===== src/rtl/traffic_conflict_monitor.sv =====
`default_nettype none
// +--------------------------------------------------------------------------+
// | Module   : traffic_conflict_monitor                                      |
// | Purpose  : Safety stage between the traffic-light controller and the     |
// |            lamps. Passes lamp requests through with one clock of         |
// |            latency and forces a latched flashing-red failsafe on         |
// |            illegal or conflicting indications.                           |
// | Options  : MON_YLW_CHECK_EN - adds the minimum-yellow-duration check     |
// |            (fault code 100).                                             |
// | Revision : 1.0 - initial release                                         |
// +--------------------------------------------------------------------------+
module traffic_conflict_monitor #(
  parameter int FAULT_TICKS   = 2,
  parameter int FLASH_DIV     = 4,
  parameter int RECOVER_TICKS = 8,
  parameter int MIN_YLW       = 3
) (
  input  logic       clock,
  input  logic       pclr,
  input  logic       pclk,
  input  logic       pgrn1,
  input  logic       pylw1,
  input  logic       pred1,
  input  logic       pgrn2,
  input  logic       pylw2,
  input  logic       pred2,
  input  logic       pack,
  output logic       lgrn1,
  output logic       lylw1,
  output logic       lred1,
  output logic       lgrn2,
  output logic       lylw2,
  output logic       lred2,
  output logic       pfault,
  output logic [2:0] fault_code
);

  localparam logic [3:0] c_fault_ticks   = 4'(FAULT_TICKS);
  localparam logic [3:0] c_flash_div     = 4'(FLASH_DIV);
  localparam logic [7:0] c_recover_ticks = 8'(RECOVER_TICKS);

  typedef enum logic [1:0] {
    ST_NORMAL  = 2'd0,
    ST_FLASH   = 2'd1,
    ST_RECOVER = 2'd2
  } state_t;

  state_t     r_state;
  logic [3:0] r_dbc;     // consecutive violating ticks
  logic [3:0] r_fdiv;    // ticks since last flash phase change
  logic       r_phase;   // flash phase driven onto both reds
  logic [7:0] r_rcnt;    // ticks spent in steady all-red recovery

  logic [2:0] w_app1, w_app2;
  logic       w_legal1, w_legal2, w_conflict, w_any_viol, w_short;
  logic       w_latch, w_recover_done;
  logic [3:0] w_dbc_inc;
  logic [2:0] w_code;

  assign w_app1   = {pgrn1, pylw1, pred1};
  assign w_app2   = {pgrn2, pylw2, pred2};
  assign w_legal1 = (w_app1 == 3'b100) | (w_app1 == 3'b010) | (w_app1 == 3'b001);
  assign w_legal2 = (w_app2 == 3'b100) | (w_app2 == 3'b010) | (w_app2 == 3'b001);
  // Conflict means both approaches are showing a proceed/caution aspect.
  assign w_conflict = (pgrn1 | pylw1) & (pgrn2 | pylw2);
  assign w_any_viol = w_conflict | ~w_legal1 | ~w_legal2;

  assign w_dbc_inc      = (r_dbc == 4'hF) ? r_dbc : r_dbc + 4'd1;
  assign w_latch        = (r_state == ST_NORMAL) & pclk &
                          (w_short | (w_any_viol & (w_dbc_inc >= c_fault_ticks)));
  assign w_recover_done = (r_state == ST_RECOVER) & pclk &
                          (r_rcnt >= c_recover_ticks - 8'd1);

`ifdef MON_YLW_CHECK_EN
  localparam logic [3:0] c_min_ylw = 4'(MIN_YLW);

  logic [3:0] r_ycnt1, r_ycnt2;
  logic       w_ylw1, w_ylw2, w_red1, w_red2;

  assign w_ylw1 = (w_app1 == 3'b010);
  assign w_ylw2 = (w_app2 == 3'b010);
  assign w_red1 = (w_app1 == 3'b001);
  assign w_red2 = (w_app2 == 3'b001);
  // A non-zero count means the previous tick was yellow-alone.
  assign w_short = ((r_ycnt1 != 4'd0) & w_red1 & (r_ycnt1 < c_min_ylw)) |
                   ((r_ycnt2 != 4'd0) & w_red2 & (r_ycnt2 < c_min_ylw));

  // Per-approach yellow duration, saturating at MIN_YLW, zeroed when yellow drops.
  always_ff @(posedge clock) begin
    if (pclr || w_recover_done) begin
      r_ycnt1 <= 4'd0;
      r_ycnt2 <= 4'd0;
    end else if (r_state == ST_NORMAL && pclk) begin
      r_ycnt1 <= w_ylw1 ? ((r_ycnt1 < c_min_ylw) ? r_ycnt1 + 4'd1 : r_ycnt1) : 4'd0;
      r_ycnt2 <= w_ylw2 ? ((r_ycnt2 < c_min_ylw) ? r_ycnt2 + 4'd1 : r_ycnt2) : 4'd0;
    end
  end
`else
  localparam logic [3:0] c_min_ylw_unused = 4'(MIN_YLW);
  assign w_short = 1'b0;
`endif

  // Fault cause from the current tick, highest priority first.
  always_comb begin
    w_code = 3'b000;
    if (w_conflict)     w_code = 3'b001;
    else if (!w_legal1) w_code = 3'b010;
    else if (!w_legal2) w_code = 3'b011;
    else if (w_short)   w_code = 3'b100;
  end

  // Supervisory state machine with registered lamp and fault outputs.
  always_ff @(posedge clock) begin
    if (pclr) begin
      r_state    <= ST_NORMAL;
      r_dbc      <= 4'd0;
      r_fdiv     <= 4'd0;
      r_phase    <= 1'b0;
      r_rcnt     <= 8'd0;
      pfault     <= 1'b0;
      fault_code <= 3'b000;
      {lgrn1, lylw1, lred1, lgrn2, lylw2, lred2} <= 6'b001_001;
    end else begin
      case (r_state)
        ST_NORMAL: begin
          if (pclk) r_dbc <= w_any_viol ? w_dbc_inc : 4'd0;
          if (w_latch) begin
            // The violating request is never shown on the latching edge.
            r_state    <= ST_FLASH;
            pfault     <= 1'b1;
            fault_code <= w_code;
            r_phase    <= 1'b1;
            r_fdiv     <= 4'd0;
            {lgrn1, lylw1, lred1, lgrn2, lylw2, lred2} <= 6'b001_001;
          end else begin
            {lgrn1, lylw1, lred1, lgrn2, lylw2, lred2} <= {w_app1, w_app2};
          end
        end
        ST_FLASH: begin
          {lgrn1, lylw1, lgrn2, lylw2} <= 4'b0000;
          if (pack) begin
            // Acknowledge wins over a coincident tick; that tick is not counted.
            r_state <= ST_RECOVER;
            r_rcnt  <= 8'd0;
            lred1   <= 1'b1;
            lred2   <= 1'b1;
          end else if (pclk && (r_fdiv >= c_flash_div - 4'd1)) begin
            r_fdiv  <= 4'd0;
            r_phase <= ~r_phase;
            lred1   <= ~r_phase;
            lred2   <= ~r_phase;
          end else begin
            if (pclk) r_fdiv <= r_fdiv + 4'd1;
            lred1 <= r_phase;
            lred2 <= r_phase;
          end
        end
        ST_RECOVER: begin
          {lgrn1, lylw1, lred1, lgrn2, lylw2, lred2} <= 6'b001_001;
          if (w_recover_done) begin
            r_state    <= ST_NORMAL;
            pfault     <= 1'b0;
            fault_code <= 3'b000;
            r_dbc      <= 4'd0;
            r_rcnt     <= 8'd0;
          end else if (pclk) begin
            r_rcnt <= r_rcnt + 8'd1;
          end
        end
        default: r_state <= ST_NORMAL;
      endcase
    end
  end

endmodule
`default_nettype wire


===== config.mk =====
export PLATFORM = sky130hd
export DESIGN_NAME = traffic_conflict_monitor
export DESIGN_NICKNAME = d
export VERILOG_FILES = /design/src/rtl/traffic_conflict_monitor.sv
export SDC_FILE = /design/constraint.sdc
export NUM_CORES = 1
export LEC_CHECK = 0
export BUFFER_PORTS_ARGS = -buffer_cell sky130_fd_sc_hd__buf_2
export CAP_MARGIN = 15
export CORE_MARGIN = 4
export CORE_UTILIZATION = 50
export DETAILED_ROUTE_END_ITERATION = 12
export PLACE_DENSITY = 0.7
export SLEW_MARGIN = 20
export SYNTH_ARGS = -nofsm -noshare
export SYNTH_HDL_FRONTEND = slang
export SYNTH_SLANG_ARGS = --single-unit

===== constraint.sdc =====
create_clock -name clock -period 2 [get_ports clock]
set_input_delay 0.2 -clock clock [delete_from_list [all_inputs] [get_ports clock]]
set_output_delay 0.2 -clock clock [all_outputs]
set_load 0.005 [all_outputs]

==> results.cfg <==
[routing]
ant_nets = 0
first_pass_iters = 5
drt-total-wl_mm = 4.224
drc = 0
drtIter0Drc = 178
post_drt_via_cell_ratio = 6.301
dr_total_vias = 1676
wl_per_cell_um = 15.88

[timing]
setup_tns_ns = 0
setup_viol = 0
period_share_pct = 95.73
final.min_clock_period_ns = 1.915
hold_viol_final = 0
fmax_ghz = 0.5223
drv_slew = 0
skew_ns = 0.005894
rsz0062_at_grt = no

[critical_path]
cpPeakStageDelay_ns = 0.46
worstPathRequired_ns = 2.26
crit_arrival_ns = 2.18
path_class = reg2reg
cp_max_fo = 4
crit_family = simple AND/OR/NAND/NOR gates
path_cells = inv_2 -> ha_1 -> or4b_1 -> or2_4 -> and3_2 -> a221oi_2
cp_num_buf_inv = 1
slowest_stage = or4b_1
cp-end-kind = flop
start_kind = flop

[pwr]
p_per_area_nw_per_um2 = 800.0
p_leak_nw = 0.7879
ir_drop_mv = 0.4064

[global_route]
grt_pass1_wl_mm = 7.176
grtUsageTotal_pct = 20.46
antenna_found_initial = 0
grt_pass1_vias = 1617
grt.overflow.total = 0
grt_max_degree = 22

[status]
outcome = completed

[synthesis]
synthCells = 201
synth_edf_count = 0
yosysSeqAreaShare_pct = 33.06
synth_seq_cells = 28
yosys_warnings = 0
synth_cell_types = 49
synth_nets = 218
ys.flop_type = dfxtp_1
syn_area_sq_um = 1695
async_reset_ff_share_pct = 0
syn_area_per_cell_sq_um = 8.435

[clock_tree]
clkTransAtPathRegs_ns = 0.16
clock-sinks = 28
clk_latency_ns = 0.34
cts.path.max_buffers = 2
cts.htree.levels = 1
cts_tree = built
cts_buffers = 3
clock_tree.root_cell = clkbuf_4

[floorplanning]
dieArea_sq_um = 4386
die_y_um = 66.23
core_area_sq_um = 3153
ios = 20
row_count = 20
die_w_um = 66.23
initial_core_util_pct = 53.77

[cells_and_area]
final_nets = 240
area_delta_synth_final_pct = 15.20
layout.cell_area.non_filler_sq_um = 1953
drive_gt1_share_pct = 20.72
num_antenna_cells = 0
fill_cells = 297

[hold_path]
hp-class = in2reg

[run]
cap_violations = 0

[placement]
gp_congestion = 0.7913
io_buffers = 18
postPlaceCellArea_sq_um = 1858
place_hpwl_mm = 3.071
## worst paths after layout
kind	from	end	slack [ns]	cells after the start
worst min-delay path	pgrn1	lgrn1$_SDFFE_PP0P_	0.20	2
worst max-delay path	r_state[0]$_SDFFE_PP0P_	r_state[0]$_SDFFE_PP0P_	0.09	6
worst min register to register	r_fdiv[1]$_SDFFE_PP0P_	r_fdiv[1]$_SDFFE_PP0P_	0.48	2
worst max register to register	r_state[0]$_SDFFE_PP0P_	r_state[0]$_SDFFE_PP0P_	0.09	6
## cells in the mapped netlist (6+ instances only)
cell type,number,area (sq um)
nor3_1,8,40.04
a31oi_1,7,43.79
nand3_1,15,75.07
dfxtp_1,28,560.5
nand2_1,17,63.81
nand4_1,8,50.05
and3_1,6,37.54
nor2_1,15,56.30
clkbuf_1,8,30.03
ha_1,7,87.58
## kinds of logic after synthesis
logic type / Yosys count / share of synthesized area [%]
compound gates: 47 / 22.36
xor+xnor: 4 / 2.067
fa+ha+maj: 7 / 5.166
buf+inv: 15 / 3.837
flops: 28 / 33.06
mux: 4 / 2.362
other cells: 1 / 0.2212
simple gates: 95 / 30.92
## final cells by class
type	instances	area [sq um]	area share, %
well taps	44	55.05	2.819
clock inverters	1	30.03	1.537
multi-input cells	158	1104	56.50
flip-flops and latches	28	561.8	28.76
repair buffers	28	165.2	8.456
inverters	4	15.01	0.7687
clock buffers	3	22.52	1.153
## sequential cells by signal, indices dropped and copies added (netlist names)
signal / count
r_rcnt: 8
r_dbc: 4
r_fdiv: 4
fault_code: 2
r_state: 2
lgrn1: 1
lgrn2: 1
lred1: 1
lred2: 1
lylw1: 1
lylw2: 1
pfault: 1
r_phase: 1
## stage by stage
step / hold slack (ns) / power, mW / setup WS, ns / std cells / utilization [%]
floorplan: 0.3388 / 0.9986 / 0.1361 / 201 / -
global placement: 0.4503 / 1.142 / 0.09295 / 261 / 58.93
detailed placement: 0.4632 / 1.160 / 0.01353 / 261 / 58.93
CTS: 0.1858 / 1.546 / 0.008018 / 265 / 60.79
global route: 0.1993 / 1.662 / 0.003161 / 266 / 61.94
finish: 0.2044 / 1.563 / 0.08545 / 266 / 61.94
## repair_timing
| item | CTS | global route |
|---|---|---|
| hold buffers | 0 | 0 |
| setup endpoints to repair | 1 | 21 |
| cloned | 0 | 0 |
| gates resized for setup | 1 | 9 |
| pin swaps | 0 | 0 |
| setup buffers | 0 | 1 |
## cell usage in the layout (no fill, tap or decap), types with 4 or more instances in the layout
cell	n
a211o_1	5
a31oi_1	7
a32o_1	4
and3_1	4
buf_2	18
buf_4	10
dfxtp_1	27
ha_1	6
mux2i_1	4
nand2_1	17
nand3_1	15
nand4_1	8
nor2_1	15
nor2b_1	5
nor3_1	8
o21ai_0	5
## report_power, final
group	leakage [nW]	total [mW]	internal, mW	switching (mW)
registers	0.229	0.660	0.619	0.0407
clock network	0.0279	0.377	0.203	0.174
logic	0.531	0.525	0.229	0.296
## per-layer routing
metal	GRT usage, %	wire [um]	vias to the layer above
li1	-	-	806
met1	25.39	1869	815
met2	35.56	2134	46
met3	3.061	151	9
met4	7.107	69	0
met5	0	0	-
(Power assumes the default switching activity.)
